[src/rtl/conv_pkg.sv]
// Shared defaults, FSM state type and magnitude helper for the convolution
// accumulate blocks (x and y gradient paths).
package conv_pkg;

  localparam int CONV_A_W     = 5;
  localparam int CONV_B_W     = 5;
  localparam int CONV_ACC_W   = 12;
  localparam int CONV_RUN_LEN = 8;
  localparam int CONV_TIMEOUT = 15;

  typedef enum logic [0:0] {
    IDLE = 1'b0,
    RUN  = 1'b1
  } state_t;

  // |v| clipped to the largest positive value of the narrower magnitude field
  function automatic logic [CONV_ACC_W-2:0] abs_sat(input logic signed [CONV_ACC_W-1:0] v);
    logic [CONV_ACC_W-1:0] m;
    m = v[CONV_ACC_W-1] ? -v : v;
    if (m[CONV_ACC_W-1])
      return '1;
    else
      return m[CONV_ACC_W-2:0];
  endfunction

endpackage

[src/rtl/conv_mac.sv]
// Registered signed multiply followed by a wrapping accumulator; clr zeroes
// both pipeline stages so a new window starts from a clean sum.
module conv_mac
  import conv_pkg::*;
#(
  parameter int A_W   = CONV_A_W,
  parameter int B_W   = CONV_B_W,
  parameter int ACC_W = CONV_ACC_W
) (
  input  logic                    clk,
  input  logic                    rst,
  input  logic                    clr,
  input  logic signed [A_W-1:0]   a,
  input  logic signed [B_W-1:0]   b,
  output logic signed [ACC_W-1:0] acc
);

  localparam int P_W = A_W + B_W;

  logic signed [P_W-1:0] a_ext;
  logic signed [P_W-1:0] b_ext;
  logic signed [P_W-1:0] p_reg;

  assign a_ext = {{B_W{a[A_W-1]}}, a};
  assign b_ext = {{A_W{b[B_W-1]}}, b};

  always_ff @(posedge clk) begin
    if (rst || clr) begin
      p_reg <= '0;
      acc   <= '0;
    end else begin
      p_reg <= a_ext * b_ext;
      acc   <= acc + {{(ACC_W-P_W){p_reg[P_W-1]}}, p_reg};
    end
  end

endmodule

[src/rtl/x_conv_accumulate.sv]
// Gx accumulate stage: sums the six products of a 3x3 window, latches the
// signed sum and its magnitude, and holds them under a valid/ack handshake.
//
//   state | meaning
//   IDLE  | waiting for calc_enable; stray calc_done flags seq_error
//   RUN   | window in flight; run_cnt counts cycles since entry
module x_conv_accumulate
  import conv_pkg::*;
#(
  parameter int A_W     = CONV_A_W,
  parameter int B_W     = CONV_B_W,
  parameter int ACC_W   = CONV_ACC_W,
  parameter int RUN_LEN = CONV_RUN_LEN,
  parameter int TIMEOUT = CONV_TIMEOUT
) (
  input  logic             clk,
  input  logic             rst,
  input  logic             calc_enable,
  input  logic [A_W-1:0]   a,
  input  logic [B_W-1:0]   b,
  input  logic             calc_done,
  input  logic             result_ack,
  output logic [ACC_W-1:0] g_sum,
  output logic [ACC_W-2:0] g_abs,
  output logic             result_valid,
  output logic             overrun,
  output logic             seq_error
);

  localparam int CNT_W = $clog2(TIMEOUT + 1);

  state_t                   state;
  logic [CNT_W-1:0]         run_cnt;
  logic signed [ACC_W-1:0]  acc;
  logic                     clr;
  logic                     latch;

  assign clr   = (state == IDLE) && calc_enable;
  assign latch = (state == RUN) && calc_done;

  conv_mac #(
    .A_W   (A_W),
    .B_W   (B_W),
    .ACC_W (ACC_W)
  ) u_mac (
    .clk (clk),
    .rst (rst),
    .clr (clr),
    .a   (a),
    .b   (b),
    .acc (acc)
  );

  always_ff @(posedge clk) begin
    if (rst) begin
      state        <= IDLE;
      run_cnt      <= '0;
      g_sum        <= '0;
      g_abs        <= '0;
      result_valid <= 1'b0;
      overrun      <= 1'b0;
      seq_error    <= 1'b0;
    end else begin
      overrun   <= 1'b0;
      seq_error <= 1'b0;

      case (state)
        IDLE: begin
          if (calc_enable) begin
            run_cnt <= '0;
            state   <= RUN;
          end else if (calc_done) begin
            seq_error <= 1'b1;
          end
        end
        RUN: begin
          run_cnt <= run_cnt + 1'b1;
          // calc_done wins over timeout; a short or long window still latches
          if (calc_done) begin
            state <= IDLE;
            g_sum <= acc;
            g_abs <= abs_sat(acc);
            if (run_cnt != CNT_W'(RUN_LEN - 1))
              seq_error <= 1'b1;
          end else if (run_cnt == CNT_W'(TIMEOUT - 1)) begin
            state     <= IDLE;
            seq_error <= 1'b1;
          end
        end
        default: state <= IDLE;
      endcase

      if (latch) begin
        result_valid <= 1'b1;
        overrun      <= result_valid && !result_ack;
      end else if (result_ack) begin
        result_valid <= 1'b0;
      end
    end
  end

endmodule

[config.mk]
export PLATFORM = sky130hd
export DESIGN_NAME = x_conv_accumulate
export DESIGN_NICKNAME = d
export VERILOG_FILES = /design/src/rtl/conv_pkg.sv /design/src/rtl/conv_mac.sv /design/src/rtl/x_conv_accumulate.sv
export SDC_FILE = /design/constraint.sdc
export NUM_CORES = 1
export LEC_CHECK = 0
export CAP_MARGIN = 40
export CORE_MARGIN = 4
export CORE_UTILIZATION = 50
export CTS_CLUSTER_DIAMETER = 30
export CTS_CLUSTER_SIZE = 25
export DETAILED_ROUTE_END_ITERATION = 10
export PLACE_DENSITY = 0.73
export SYNTH_ARGS = -nofsm -noshare
export SYNTH_HDL_FRONTEND = slang
export SYNTH_SLANG_ARGS = --single-unit
[constraint.sdc]
create_clock -name clk -period 3.24 [get_ports clk]
set_input_delay 0.648 -clock clk [delete_from_list [all_inputs] [get_ports clk]]
set_output_delay 0.648 -clock clk [all_outputs]
set_load 0.01 [all_outputs]
* Word-level counts from Yosys, hierarchy flattened
Cells that the tools add are included.
Word-level totals: flip-flop bits (word level) 53, input port bits 15, output and inout bits 26
Operators by class: $add $sub $neg 3, multipliers 1, equal/unequal tests 3, multiplexer cells 16, bitwise operators 2, reductions and logical operators 8
Operator list (number):
- 12-bit adder | 1
- 12-bit two-way mux | 1
- 12-bit negation | 1
- 11-bit two-way mux | 1
- 5-bit by 5-bit multiplier with 10-bit output | 1
- 1-bit two-way mux | 10
- 4-bit one-hot mux with 2 select lines | 1
- 4-bit by 1-bit adder with 4-bit output, second input constant | 1
- 4-bit == test, second input constant | 1
- 4-bit two-way mux | 1
- 4-bit by 3-bit != test with 1-bit output, second input constant | 1
- 1-bit one-hot mux with 2 select lines | 2
- 1-bit logical AND | 3
- 2-bit != test, second input constant | 1
- 1-bit NOT | 2
- 2-bit AND reduction | 1
- 2-bit nonzero test | 1
- 2-bit OR reduction | 1
- 1-bit zero test | 1
- 1-bit logical OR | 1

* Logic depth before layout (Yosys ltp)
word-level depth 4, mapped depth 14, mapped depth without buffers 14

* Modules after synthesis
A second synthesis with hierarchy kept.
Second synthesis, totals: cell total of the unflattened synthesis 395, area total of the unflattened synthesis 3474.6 um^2
By module, submodules not included:
- conv_mac | times used 1, cells each 226, area an instance 2047.0 um^2, seq. area each 440.4 um^2
- x_conv_accumulate | times used 1, cells each 169, area an instance 1427.6 um^2, seq. area each 620.6 um^2

* Worst setup path before layout
OpenSTA, ideal clock, no wires.
path type input to register, start in a[0], end reg u_mac.p_reg[9], setup time 0.128 ns, data arrival time 3.388 ns, required time 3.112 ns, path slack -0.275 ns, stages 10, buffers on the path 0, cell sequence nand2b_1 fa_1 fa_1 fa_1 fa_1 nand2b_1 a21oi_1 o22ai_1 xnor2_1 nor2_1
On the way: longest elaborated chain between the ends 1
Ends and longest elaborated chain:
- start: declaration | line x_conv_accumulate.sv:19 | input logic [A_W-1:0] a,
- 5-bit by 5-bit multiplier with 10-bit output | line conv_mac.sv:32 | p_reg <= a_ext * b_ext;
- end signal: assignment | line conv_mac.sv:32
- end: declaration | line conv_mac.sv:22 | logic signed [P_W-1:0] p_reg;
Every way passes these cells. A chain may end at the register's enable or synchronous reset.

* Worst setup path after layout
Same ends and word-level chain as after synthesis.

==> flow_summary_export.csv <==
group,metric,value,unit
outcome,status,"finished, final reports clean",
layout,fillers,539,
setup_path,critPathTopFamily,"adder cells",
routing,wl,6720,um
logic_synthesis,syn-num-nets,453,
routing,post-route-drc-count,0,
global_route,grt_pass1_wl,11800,um
routing,drt_pass1_iterations,4,
clock_network,clk_latency,0.31,ns
layout,final_nets,518,
global_route,grt_antenna_before_repair,0,
logic_synthesis,synth_area,3370,sq um
layout,seqCellArea,1060,sq um
floorplan,die_y,90.1,um
logic_synthesis,synth_edf_count,0,
clock_network,clk_pin_slew,0.10,ns
layout,drive_gt1_frac,0.162,
clock_network,cts_num_sinks,53,
sta,setup_viol,0,
logic_synthesis,ys_async_sr_fraction,0,
sta,fmax,312,MHz
clock_network,cts_tree,"yes",
logic_synthesis,yosysTopAreaCell,"dfxtp_1",
setup_path,crit_buf_inv,2,
setup_path,crit_path_end_kind,"flop",
logic_synthesis,syn_avg_cell_area,8.62,sq um
sta,finalSetupTns,0,ns
setup_path,crit_top_cell,"fa_1",
power,power.total,2110,uW
setup_path,crit_type,"input pin to flop",
placed_design,pre_cts_ws,-0.679,ns
layout,diodes,0,
logic_synthesis,synth_seq_cells,53,
setup_path,slowest_stage,"fa_1",
logic_synthesis,yosysTopAreaCellShare,0.315,
layout,layout_commonest_cell,"dfxtp_1",
placed_design,placed_area,4090,sq um
power,max-vdd-ir-drop,0.000337,V
setup_path,slowest_delay,0.53,ns
floorplan,die_w,90.1,um
sta,slew_viol_final,0,
layout,multi_input_area,2250,sq um
floorplan,dieArea,8120,sq um
sta,finalClockSkew,0.0192,ns
placed_design,dp_hpwl,5270,um
global_route,grt-ovfl-total,0,
clock_network,cts_buffers,5,
job,max_cap_violations,0,
logic_synthesis,yosysSeqAreaShare,0.315,
placed_design,numPortBuffers,40,
clock_network,clock-root-buffer,"clkbuf_8",
setup_path,crit_required,3.45,ns
setup_path,path_max_fanout,4,
setup_path,crit_arrival,3.41,ns
layout,final_cell_mix,"53 x dfxtp_1, 41 x nand2_1, 37 x inv_1, 32 x buf_4",
sta,whs,0.458,ns
sta,rsz0062_at_grt,"yes",
setup_path,startpoint_type,"input pin",
routing,ant_nets,0,
routing,routed_via_density,5.27,
floorplan,pin_count,41,
logic_synthesis,synthTopCellsByArea,"dfxtp_1 31%, ha_1 11%, fa_1 11%",
sta,setup_ws,0.0342,ns
logic_synthesis,ys_warn_count,0,
floorplan,start_util,0.522,
global_route,grt_pass1_vias,2715,
placed_design,gp_congestion,0.809,
power,power_leakage,0.00182,uW
clock_network,htree_levels,2,
routing,initialDrtViolationCount,68,
logic_synthesis,ys.flop_type,"dfxtp_1",
sta,final-hold-violation-count,0,
sta,worst_slew_pin_slew,0.689,ns
logic_synthesis,synthCells,391,
layout,largestRegisters,"g_sum x12, u_mac.acc x12, g_abs x11",
global_route,grt_usage,0.170,
logic_synthesis,yosysUniqueCellTypes,45,
routing,num_vias,2815,
global_route,grt_start_max_net_pins,31,
sta,fin_crit_sh,0.989,
setup_path,cp_cell_sequence,"buf_8 > nand2b_4 > fa_1 > fa_1 > fa_1 > buf_6 > fa_2 > nand2b_4 > a21oi_4 > o22ai_2 > xnor2_1 > nor2_1",
sta,period_needed,3.21,ns
power,powerDensity,491,nW/um^2
min_path,min_path_type,"flop to flop",
clock_network,clk_path_buf_depth,2,
floorplan,core-area,6460,sq um
routing,routed_wire_length_per_instance,12.6,um
floorplan,rows,29,
layout,syn_to_final_growth,27.2,%
sta,slew_headroom,0.541,
layout,fin_area,4290,sq um
==> worst register-to-register path: cells and delay by family (launching register included) <==
family / cells / cell delay [ns]
compound gates: 4 / 1.00
flops: 1 / 0.49
fa+ha+maj: 1 / 0.35
simple gates: 1 / 0.34
==> cell type report <==
class	count	area share
multi-input combinational	288	0.526
timing repair buffer	69	0.143
clock buffer	5	0.0160
clock inverter	3	0.0102
sequential	53	0.247
inverter	39	0.0350
tap	77	0.0225
==> power by group <==
group / internal (uW) / switching, uW
combinational: 441 / 428
clock: 232 / 224
sequential: 714 / 69.7
total: 1390 / 721
==> per-layer routing <==
metal,GRT usage,vias to the layer above,routed length (um)
met2,0.314,29,3570
met4,0.0446,0,73
met5,0,-,0
met1,0.205,1333,2920
met3,0.0250,6,156
li1,-,1447,-
==> cell families (layout without fill, tap and decap cells) <==
| kind of cell | Yosys count | in the layout | synth area share |
|---|---|---|---|
| and+or+nand+nor | 143 | 143 | 0.212 |
| AOI/OAI and AO/OA | 76 | 76 | 0.145 |
| DFF | 53 | 53 | 0.315 |
| buffers and inverters | 50 | 116 | 0.0560 |
| adders and majority gates | 47 | 47 | 0.214 |
| xor gates and xnor gates | 21 | 21 | 0.0545 |
| muxes | 1 | 1 | 0.00297 |
==> what timing repair did <==
item | 4_1_cts | 5_1_grt
endpoints found under the setup margin | 5 | 4
hold buffers | 0 | 0
pin swaps | 9 | 14
resized for setup | 43 | 24
setup buffers | 4 | 2
==> path summary, 6_finish.rpt <==
kind                            slack [ns]        endpoint         start  cells past startpoint
worst max-delay path                  0.03  u_mac.p_reg[9]          a[0]                     12
worst min-delay path                  0.46        g_sum[9]      g_sum[9]                      2
worst max register to register        0.99   u_mac.acc[11]  u_mac.acc[6]                      6
worst min register to register        0.46        g_sum[9]      g_sum[9]                      2
==> synth_stat cells, types with 2 or more instances <==
cell type	number
or3_1	2
xnor2_1	11
o21ai_0	5
o31a_1	2
or2_2	2
fa_1	18
nor2_1	33
xor2_1	10
a21o_1	5
nor3b_1	5
nand3b_1	4
clkbuf_1	9
and2_1	20
nand2b_1	6
inv_1	39
nand4_1	5
o31ai_1	2
o21bai_1	2
nand2_1	45
nor3_1	6
and3_1	2
nor2b_1	6
o21a_1	4
a31oi_1	4
dfxtp_1	53
a21oi_1	32
a211oi_1	10
nand3_1	4
ha_1	29
==> through the flow <==
| stage | std cells | util |
|---|---|---|
| final | 534 | 0.664 |
| after global routing | 534 | 0.664 |
| after CTS | 532 | 0.653 |
| after detailed placement | 520 | 0.633 |
| after global placement | 520 | 0.633 |
| after floorplan | 391 | - |
(Power assumes the default switching activity.)
